**config.mk**
```make
export PLATFORM = sky130hd
export DESIGN_NAME = subneg_ctrl_flat
export DESIGN_NICKNAME = d
export VERILOG_FILES = /design/src/rtl/subneg_pkg.sv /design/src/rtl/subneg_ctrl_if.sv /design/src/rtl/subneg_alu.sv /design/src/rtl/subneg_ctrl.sv /design/src/flat_wrapper.sv
export SDC_FILE = /design/constraint.sdc
export NUM_CORES = 1
export LEC_CHECK = 0
export ABC_AREA = 1
export BUFFER_PORTS_ARGS = -buffer_cell sky130_fd_sc_hd__buf_2
export CORE_ASPECT_RATIO = 1.4
export CORE_MARGIN = 3
export CORE_UTILIZATION = 55
export DETAILED_ROUTE_END_ITERATION = 10
export PLACE_DENSITY = 0.87
export SKIP_CTS_REPAIR_TIMING = 1
export SYNTH_ARGS = -nofsm -noshare
export SYNTH_HDL_FRONTEND = slang
export SYNTH_SLANG_ARGS = --single-unit
```
**constraint.sdc**
```tcl
create_clock -name clk -period 2.35 [get_ports clk]
set_input_delay 0 -clock clk [delete_from_list [all_inputs] [get_ports clk]]
set_output_delay 0 -clock clk [all_outputs]
set_load 0.01 [all_outputs]
```
**src/rtl/subneg_pkg.sv**
```systemverilog
// Shared types and constants for the SUBNEG control unit.
// Holds the FSM state encoding and the instruction geometry.
package subneg_pkg;

  localparam int WIDTH_DEF   = 8;
  localparam int INSTR_WORDS = 3;

  typedef enum logic [3:0] {
    IDLE    = 4'd0,
    FETCH_A = 4'd1,
    FETCH_B = 4'd2,
    FETCH_C = 4'd3,
    LOAD_A  = 4'd4,
    LOAD_B  = 4'd5,
    WRITE   = 4'd6,
    BRANCH  = 4'd7,
    HALT    = 4'd8
  } state_t;

  // States that own the memory port (mem_req is high in exactly these).
  function automatic logic is_mem_state(input state_t s);
    return (s == FETCH_A) || (s == FETCH_B) || (s == FETCH_C) ||
           (s == LOAD_A)  || (s == LOAD_B)  || (s == WRITE);
  endfunction

endpackage

```
**src/rtl/subneg_ctrl_if.sv**
```systemverilog
// Single-port memory bus between the SUBNEG control unit and its memory.
// Handshake: an access is held (req, we, addr, wdata stable) until the cycle where req && ready; it completes on that edge and rdata is valid in that cycle.
interface subneg_ctrl_if #(
  parameter int WIDTH = 8
) ();

  logic             mem_req;
  logic             mem_we;
  logic [WIDTH-1:0] mem_addr;
  logic [WIDTH-1:0] mem_wdata;
  logic [WIDTH-1:0] mem_rdata;
  logic             mem_ready;

  modport master (
    output mem_req,
    output mem_we,
    output mem_addr,
    output mem_wdata,
    input  mem_rdata,
    input  mem_ready
  );

  modport slave (
    input  mem_req,
    input  mem_we,
    input  mem_addr,
    input  mem_wdata,
    output mem_rdata,
    output mem_ready
  );

endinterface

```
**src/rtl/subneg_alu.sv**
```systemverilog
// Subtract-and-test datapath: diff = b - a (wrapping), neg = sign of diff.
module subneg_alu #(
  parameter int WIDTH = 8
) (
  input  logic [WIDTH-1:0] a,
  input  logic [WIDTH-1:0] b,
  output logic [WIDTH-1:0] diff,
  output logic             neg
);

  assign diff = b - a;
  assign neg  = diff[WIDTH-1];

endmodule

```
**src/rtl/subneg_ctrl.sv**
```systemverilog
// SUBNEG control unit: sequences fetch of A/B/C, operand loads, write-back of mem[B]-mem[A]
// and the branch-on-negative, over one shared memory port.
module subneg_ctrl
  import subneg_pkg::*;
#(
  parameter int               WIDTH     = WIDTH_DEF,
  parameter logic [WIDTH-1:0] START_PC  = '0,
  parameter logic [WIDTH-1:0] HALT_ADDR = '1
) (
  input  logic             clk,
  input  logic             rst,
  input  logic             start,
  subneg_ctrl_if.master    bus,
  output logic [WIDTH-1:0] pc,
  output logic             busy,
  output logic             halted,
  output state_t           state
);

  state_t           state_q, state_d;
  logic [WIDTH-1:0] pc_q;
  logic [WIDTH-1:0] a_q, b_q, c_q;
  logic [WIDTH-1:0] opa_q, opb_q;
  logic [WIDTH-1:0] addr_q;
  logic [WIDTH-1:0] diff;
  logic             neg;
  logic [WIDTH-1:0] next_pc;
  logic             ack;

  subneg_alu #(.WIDTH(WIDTH)) u_alu (
    .a    (opa_q),
    .b    (opb_q),
    .diff (diff),
    .neg  (neg)
  );

  assign next_pc = neg ? c_q : pc_q + WIDTH'(INSTR_WORDS);

  // Address is registered on the transition into each memory state so it is stable while waiting.
  assign bus.mem_req   = is_mem_state(state_q);
  assign bus.mem_we    = (state_q == WRITE);
  assign bus.mem_addr  = addr_q;
  assign bus.mem_wdata = (state_q == WRITE) ? diff : '0;
  assign ack           = bus.mem_req && bus.mem_ready;

  assign pc     = pc_q;
  assign busy   = (state_q != IDLE) && (state_q != HALT);
  assign halted = (state_q == HALT);
  assign state  = state_q;

  always_comb begin
    state_d = state_q;
    case (state_q)
      IDLE:    if (start) state_d = FETCH_A;
      FETCH_A: if (ack)   state_d = FETCH_B;
      FETCH_B: if (ack)   state_d = FETCH_C;
      FETCH_C: if (ack)   state_d = LOAD_A;
      LOAD_A:  if (ack)   state_d = LOAD_B;
      LOAD_B:  if (ack)   state_d = WRITE;
      WRITE:   if (ack)   state_d = BRANCH;
      BRANCH:  state_d = (next_pc == HALT_ADDR) ? HALT : FETCH_A;
      HALT:    state_d = HALT;
      default: state_d = IDLE;
    endcase
  end

  always_ff @(posedge clk) begin
    if (rst) begin
      state_q <= IDLE;
      pc_q    <= START_PC;
      a_q     <= '0;
      b_q     <= '0;
      c_q     <= '0;
      opa_q   <= '0;
      opb_q   <= '0;
      addr_q  <= '0;
    end else begin
      state_q <= state_d;
      case (state_q)
        IDLE: if (start) begin
          pc_q   <= START_PC;
          addr_q <= START_PC;
        end
        FETCH_A: if (ack) begin
          a_q    <= bus.mem_rdata;
          addr_q <= pc_q + WIDTH'(1);
        end
        FETCH_B: if (ack) begin
          b_q    <= bus.mem_rdata;
          addr_q <= pc_q + WIDTH'(2);
        end
        FETCH_C: if (ack) begin
          c_q    <= bus.mem_rdata;
          addr_q <= a_q;
        end
        LOAD_A: if (ack) begin
          opa_q  <= bus.mem_rdata;
          addr_q <= b_q;
        end
        LOAD_B: if (ack) begin
          opb_q  <= bus.mem_rdata;
        end
        BRANCH: begin
          pc_q   <= next_pc;
          addr_q <= next_pc;
        end
        default: ;
      endcase
    end
  end

endmodule
```
**src/flat_wrapper.sv**
```systemverilog
// flat-port wrapper written by rule: the top's interface ports become plain ports
module subneg_ctrl_flat import subneg_pkg::*;
#(
  parameter int               WIDTH     = WIDTH_DEF,
  parameter logic [WIDTH-1:0] START_PC  = '0,
  parameter logic [WIDTH-1:0] HALT_ADDR = '1
)
  (clk, rst, start, pc, busy, halted, state, bus_mem_req, bus_mem_we, bus_mem_addr, bus_mem_wdata, bus_mem_rdata, bus_mem_ready);
  subneg_ctrl_if #(.WIDTH(WIDTH)) bus_i ();
  input  logic clk;
  input  logic rst;
  input  logic start;
  output logic [WIDTH-1:0] pc;
  output logic busy;
  output logic halted;
  output state_t state;
  output wire logic [$bits(bus_i.mem_req)-1:0] bus_mem_req;
  output wire logic [$bits(bus_i.mem_we)-1:0] bus_mem_we;
  output wire logic [$bits(bus_i.mem_addr)-1:0] bus_mem_addr;
  output wire logic [$bits(bus_i.mem_wdata)-1:0] bus_mem_wdata;
  input wire logic [$bits(bus_i.mem_rdata)-1:0] bus_mem_rdata;
  input wire logic [$bits(bus_i.mem_ready)-1:0] bus_mem_ready;
  assign bus_mem_req = bus_i.mem_req;
  assign bus_mem_we = bus_i.mem_we;
  assign bus_mem_addr = bus_i.mem_addr;
  assign bus_mem_wdata = bus_i.mem_wdata;
  assign bus_i.mem_rdata = bus_mem_rdata;
  assign bus_i.mem_ready = bus_mem_ready;
  subneg_ctrl #(.WIDTH(WIDTH), .START_PC(START_PC), .HALT_ADDR(HALT_ADDR)) u_core (.clk(clk), .rst(rst), .start(start), .bus(bus_i), .pc(pc), .busy(busy), .halted(halted), .state(state));
endmodule
```
==> metrics.txt, run 1 <==
most frequent cells in the layout nand2_1, dfxtp_1, inv_1; Post-Place Cell Area 3750 um2; net switching power figure 1.22 mW; Die Wd 72.5 um; Leak 1.74 nW; status finished, violations left; CP peak stage delay 0.32 ns; critical path fanouts, max 5; routed vias/inst 5.62; clock slew at reported path FFs 0.06 ns; Hold Startpoint bus_mem_rdata[4]; CTS tree yes; Setup Skew 0.00631 ns; P per Cell Area 771 nW/um2; failing checks hold timing; proportion of power drawn by the clock network 26.9%; Die Y-Extent 99.1 um; sw frac 39.0%; Startpoint Class flip-flop; vias in the first global route 3,350; DRT iter0 DRCs 254; Tot GR Track Use 27.2%; Ant. Diodes 0; Hold WC Path Type input port to flip-flop; Final Hold Viols 4; Cells after Synth 503; worst IR drop on VDD 0.000602 V; Crit-path slowest cell dfxtp_1; worst r2r src u_core.opa_q[2]; Pre-antenna DRT Iters 5; core area 5950 um2; routed via count 3,583; clk buf depth 2; Die ar. 7190 um2; unrepaired setup endpoints after global routing true; setup slack, reg-to-reg 0.06 ns; Slew @ Worst Pin 0.683 ns; grt total ovfl 0; CP Cell Sequence inv_1, ha_1, or2_2, nand3_2, nand2_2, nand2_2, nand3b_1, nand2_1, nand2_1, nor2_1, nand2_1, nand2_1, nand2_1, nand2_1, a21oi_1; internal power 1.91 mW; Detail Placement HPWL 6890 um; Final Critical Period 2.29 ns; Critical Path AT 2.49 ns; PortBufs 43; FFs w/ async S/R, synth 0%; syn avg cell area 6.78 um2; Slew Viols, Final 0; largest net degree at the start of global routing 37; row cnt 33; crit path buf inv count 1; final hold slack -0.0112 ns; # IOs 44; Peak Freq 437 MHz; Comb pwr share 36.2%; Worst path top cell family by delay simple AND/OR/NAND/NOR gates; first-pass GRT wire length 15,400 um; Slew HR 54.5%; Crit. End Element flip-flop; final period utilization 97.4%; maxcap violations 0; DRC 0; R2R cell count 15; CTS Root Cell clkbuf_8; Post-synth EDFFs 0; filler instances 522; clock sink count 60; Worst Hold Path EP u_core.b_q[4]; Synth cell types 33; gpl congestion 1.01; most frequent CP cell nand2_1; Routed Antenna Nets 0; Crit Reg-Reg Endpoint u_core.state[0]; most common cell after layout, fill and taps aside nand2_1; share of layout cells above drive strength 1 20.5%; sequential element share of the synthesized area 35.2%; latest clock arrival within the worst-skew pair 0.35 ns; WS Path Type flip-flop to flip-flop; setup TNS 0 ns; Setup Viol. Count Final 0; flops & latches, synth 60; final wirelength 9650 um; antenna violations before repair 0; Post-Syn Area 3410 um2; per-cell routed wire length 15.1 um; design area 4060 um2; warnings from Yosys 0; Seq pwr share 36.9%; Synthesized Nets 527; fin util 68.3%; Area Overhead vs Synth 19.2%; htree depth 3; WP data required 2.55 ns; predominant post-synthesis flop cell dfxtp_1; Initial Util 57.3%; cts bufs inserted 9; number of cells on the worst hold path 3; Final #Nets 588
cells by family (layout without fill, tap and decap cells):
family | count (synthesis) | in the layout | share of synthesized area, %
AOI/OAI and AO/OA | 98 | 98 | 18.3
xor gates and xnor gates | 7 | 7 | 1.80
adders and majority gates | 12 | 12 | 4.63
buffers and inverters | 81 | 145 | 9.51
DFF | 60 | 60 | 35.2
and+or+nand+nor | 245 | 245 | 30.5
area by class of cell:
cell class	count	area [um2]	share of cell area, %
Clock buffer	12	165	4.07
Multi-Input combinational cell	362	1950	47.9
Tap cell	70	87.6	2.16
Inverter	65	245	6.04
Sequential cell	60	1200	29.6
Timing Repair Buffer	66	405	9.98
Clock inverter	2	10.0	0.246
power by group through the flow:
stage               clock network, mW  registers (mW)  logic (mW)
finish                          0.843            1.16        1.13
global route                    0.891            1.16        1.24
CTS                             0.853            1.15        1.07
detailed placement                  0            1.18        1.06
global placement                    0            1.17        1.03
floorplan                           0            1.18       0.747
registers in the layout (all words and copies together) (netlist names):
register and count:
u_core.a_q 8, u_core.b_q 8, u_core.bus.mem_addr 8, u_core.c_q 8, u_core.opa_q 8, u_core.opb_q 8, u_core.pc 8, u_core.state 4
routing by layer:
| metal | wire, um | GRT usage, % | part of all wire (%) |
|---|---|---|---|
| met2 | 4800 | 45.1 | 50 |
| met3 | 546 | 5.26 | 5.7 |
| met4 | 388 | 15.2 | 4.0 |
| met1 | 3920 | 32.4 | 41 |
| met5 | 0 | 0 | 0 |
cell usage after synthesis, drive strengths merged (6+ instances only):
cell    instances  area (um2)
clkbuf         11        41.3
nand3          42         210
nand2         142         546
dfxtp          60        1200
a21oi          54         282
nor2           49         196
xor2            6        52.6
a211oi         19         198
o21ai          13        65.1
ha             11         138
inv            64         240
o22ai           6        37.5
through the flow:
stage / setup WS, ns / hold slack, ns / cells / total power, mW
after floorplan: 0.350 / 0.164 / 503 / 1.93
after global placement: 0.200 / 0.309 / 616 / 2.20
after detailed placement: 0.0905 / 0.325 / 616 / 2.23
after CTS: 0.0804 / -0.0448 / 630 / 3.08
after global routing: -0.0657 / 0.00485 / 637 / 3.30
final: 0.0618 / -0.0112 / 637 / 3.13
how the worst max path moves through the flow:
stage	startpoint	to	slack (ns)	depth (start not counted)
global placement	u_core.opa_q[2]	u_core.state[0]	0.20	15
global route	u_core.opa_q[6]	u_core.state[0]	-0.07	16
finish	u_core.opa_q[2]	u_core.state[0]	0.06	15
floorplan	u_core.opa_q[2]	u_core.state[0]	0.35	15
detailed placement	u_core.opa_q[2]	u_core.state[0]	0.09	15
CTS	u_core.opa_q[2]	u_core.state[0]	0.08	15
worst register-to-register path: stages, from the launching register on:
cell and delay (ns):
dfxtp_1 0.32, inv_1 0.06, ha_1 0.31, or2_2 0.32, nand3_2 0.14, nand2_2 0.10, nand2_2 0.14, nand3b_1 0.11
nand2_1 0.11, nand2_1 0.07, nor2_1 0.17, nand2_1 0.08, nand2_1 0.06, nand2_1 0.05, nand2_1 0.06, a21oi_1 0.06
No activity file was read; power rests on OpenSTA's default activity.
==> run 2, diff against run 1 <==
- ABC_AREA: 1 -> 0
==> metrics.txt, run 2 <==
proportion of power drawn by the clock network 47.3% (+20 points); WS Path Type flip-flop to flip-flop; Reg area 1200 um2 (+0.21%); predominant post-synthesis flop cell dfxtp_1; crit path buf inv count 3 (+2); PortBufs 43 (unchanged); top cells by area, synth dfxtp_1, mux2i_1, nor2_1; Die Y-Extent 101 um (+1.6%); internal power 1.86 mW (-2.7%); Tot GR Track Use 26.6% (-0.56 points); CTS tree yes; CP peak stage delay 0.33 ns (about the same); Post-synth EDFFs 0 (unchanged); multi-input logic area 2270 um2 (+17%); status finished, violations left; Die Wd 73.6 um (+1.5%); failing checks setup timing; Routed Antenna Nets 0 (unchanged); Slew Viols, Final 0 (unchanged); Comb pwr share 10.1% (-26 points); net switching power figure 0.586 mW (-52%); gpl congestion 0.937 (-7.2%); Critical Path AT 2.59 ns (+0.10 ns); clock slew at reported path FFs 0.07 ns (about the same); Detail Placement HPWL 6940 um (+0.67%); Slew HR 64.0% (+9.5 points); final wirelength 11,100 um (+15%); Startpoint Class flip-flop; P per Cell Area 555 nW/um2 (-28%); largest net degree at the start of global routing 47 (+27%); FFs w/ async S/R, synth 0% (unchanged); Synth top area share 34.1% (-1.1 points); antenna violations before repair 0 (unchanged); vias in the first global route 3,293 (-1.7%); Final Hold Viols 0 (-4); first-pass GRT wire length 15,400 um (about the same); setup TNS -0.0148 ns (-0.0148 ns); Slew @ Worst Pin 0.539 ns (-0.143 ns); Ant. Diodes 0 (unchanged); Initial Util 58.4% (+1.1 points); warnings from Yosys 0 (unchanged); CTS Root Cell clkbuf_8; Post-Syn Area 3520 um2 (+3.3%); Area Overhead vs Synth 25.2%; Pre-antenna DRT Iters 5 (unchanged); final setup margin -0.0148 ns (-0.0766 ns); core area 6030 um2 (+1.4%); Seq pwr share 42.7% (+5.8 points); list of most frequent post-synthesis cells dfxtp_1, nor2_1, mux2i_1, nand2_1, a21oi_1; latest clock arrival within the worst-skew pair 0.35 ns (about the same); Worst path top cell family by delay compound AO/OA/AOI/OAI gates; clk buf depth 2 (unchanged); Synthesized Nets 436 (-17%); flops & latches, synth 60 (unchanged); filler instances 410 (-21%); Final Critical Period 2.36 ns (+0.0766 ns); row cnt 33 (unchanged); most frequent cells in the layout nor2_1, dfxtp_1, buf_2; Die ar. 7410 um2 (+3.1%); DRT iter0 DRCs 521 (+110%); worst IR drop on VDD 0.000294 V (-51%); CP Cell Sequence inv_1, ha_4, a21o_1, a2111oi_4, buf_4, a2bb2oi_4, buf_6, mux2i_4, o211ai_1; Final #Nets 505 (-14%); sequential element share of the synthesized area 34.1% (-1.1 points); # IOs 44 (unchanged); final period utilization 101% (+3.3 points); grt total ovfl 0 (unchanged); Leak 1.82 nW (+4.2%); Crit. End Element flip-flop; Setup Skew 0.00881 ns (+0.00249 ns); per-cell routed wire length 20.0 um (+32%); Peak Freq 423 MHz (-3.2%); Hold WC Path Type input port to flip-flop; share of layout cells above drive strength 1 26.4% (+5.9 points); maxcap violations 0 (unchanged); Setup Viol. Count Final 1 (+1); routed vias/inst 6.45 (+15%); WP data required 2.57 ns (+0.02 ns); Placed Cells 525 (-15%); Synth cell types 63 (+91%); DRC 0 (unchanged); syn avg cell area 8.55 um2 (+26%); sw frac 24.0% (-15 points); routed via count 3,582 (-0.028%); htree depth 3 (unchanged); cts bufs inserted 9 (unchanged); critical path fanouts, max 8 (+3); leading area contributor after synthesis dfxtp_1; Crit-path slowest cell dfxtp_2; clock sink count 60 (unchanged); Non-Filler Instances 555 (-13%); Cells after Synth 412 (-18%)
==> run 2: changes by cell type in the layout (fill, tap and decap cells not counted), moves of 14 or more <==
cell and change:
inv_1 -41, mux2i_1 +36, a21oi_1 -32, nand2_1 -98, nand3_1 -25, nor2_1 +14
==> run 2: cell families (layout without fill, tap and decap cells) <==
| logic type | count (synthesis) | after routing | synth area share [%] |
|---|---|---|---|
| buffers and inverters | 44 | 116 | 5.61 |
| AOI/OAI and AO/OA | 92 | 93 | 19.4 |
| and+or+nand+nor | 146 | 146 | 20.1 |
| adders and majority gates | 12 | 12 | 4.48 |
| DFF | 60 | 60 | 34.1 |
| muxes | 45 | 45 | 13.1 |
| xor gates and xnor gates | 13 | 13 | 3.23 |
==> run 2: final timing paths <==
kind              cells past startpoint            start                     end  slack, ns
setup / recovery                      9  u_core.opa_q[4]  u_core.bus.mem_addr[6]      -0.01
hold / removal                        3              rst         u_core.state[3]       0.11
setup reg to reg                      9  u_core.opa_q[4]  u_core.bus.mem_addr[6]      -0.01
hold reg to reg                       2  u_core.opa_q[3]         u_core.opa_q[3]       0.46
==> run 2: cell type report <==
| type | instances | share of cell area [%] |
|---|---|---|
| clock inverters | 4 | 2.21 |
| repair buffers | 82 | 12.1 |
| clock buffers | 11 | 3.21 |
| multi-input cells | 309 | 51.5 |
| well taps | 70 | 1.99 |
| flip-flops and latches | 60 | 27.3 |
| inverters | 19 | 1.62 |
==> run 2: metal layers <==
metal | global-route usage, % | up-vias | wire, um
met3 | 6.39 | 66 | 764
li1 | - | 1608 | -
met1 | 28.4 | 1686 | 4000
met2 | 46.4 | 222 | 5600
met4 | 15.6 | 0 | 728
met5 | 0 | - | 0
==> run 2: power groups by stage <==
stage	Clock [mW]	Sequential, mW	Combinational [mW]
after detailed placement	0	1.07	0.215
after floorplan	0	1.06	0.146
after CTS	1.15	1.04	0.218
final	1.16	1.04	0.247
after global routing	1.20	1.04	0.262
after global placement	0	1.06	0.211
==> run 2: per-stage QoR <==
step,util [%],worst slack (ns),hold slack [ns],total power [mW],instance area (um2)
2_1_floorplan,-,0.137,0.139,1.20,3520
3_3_place_gp,64.5,0.0620,0.302,1.28,3890
3_5_place_dp,64.5,-0.0661,0.309,1.28,3890
4_1_cts,68.4,-0.0840,-0.0666,2.41,4130
5_1_grt,73.1,-0.0391,0.131,2.51,4410
6_report,73.1,-0.0148,0.112,2.45,4410
==> run 2: worst min-delay path: cells and delay by family <==
kind / cells / cell delay [ns]
buf+inv: 2 / 0.20
compound gates: 1 / 0.22
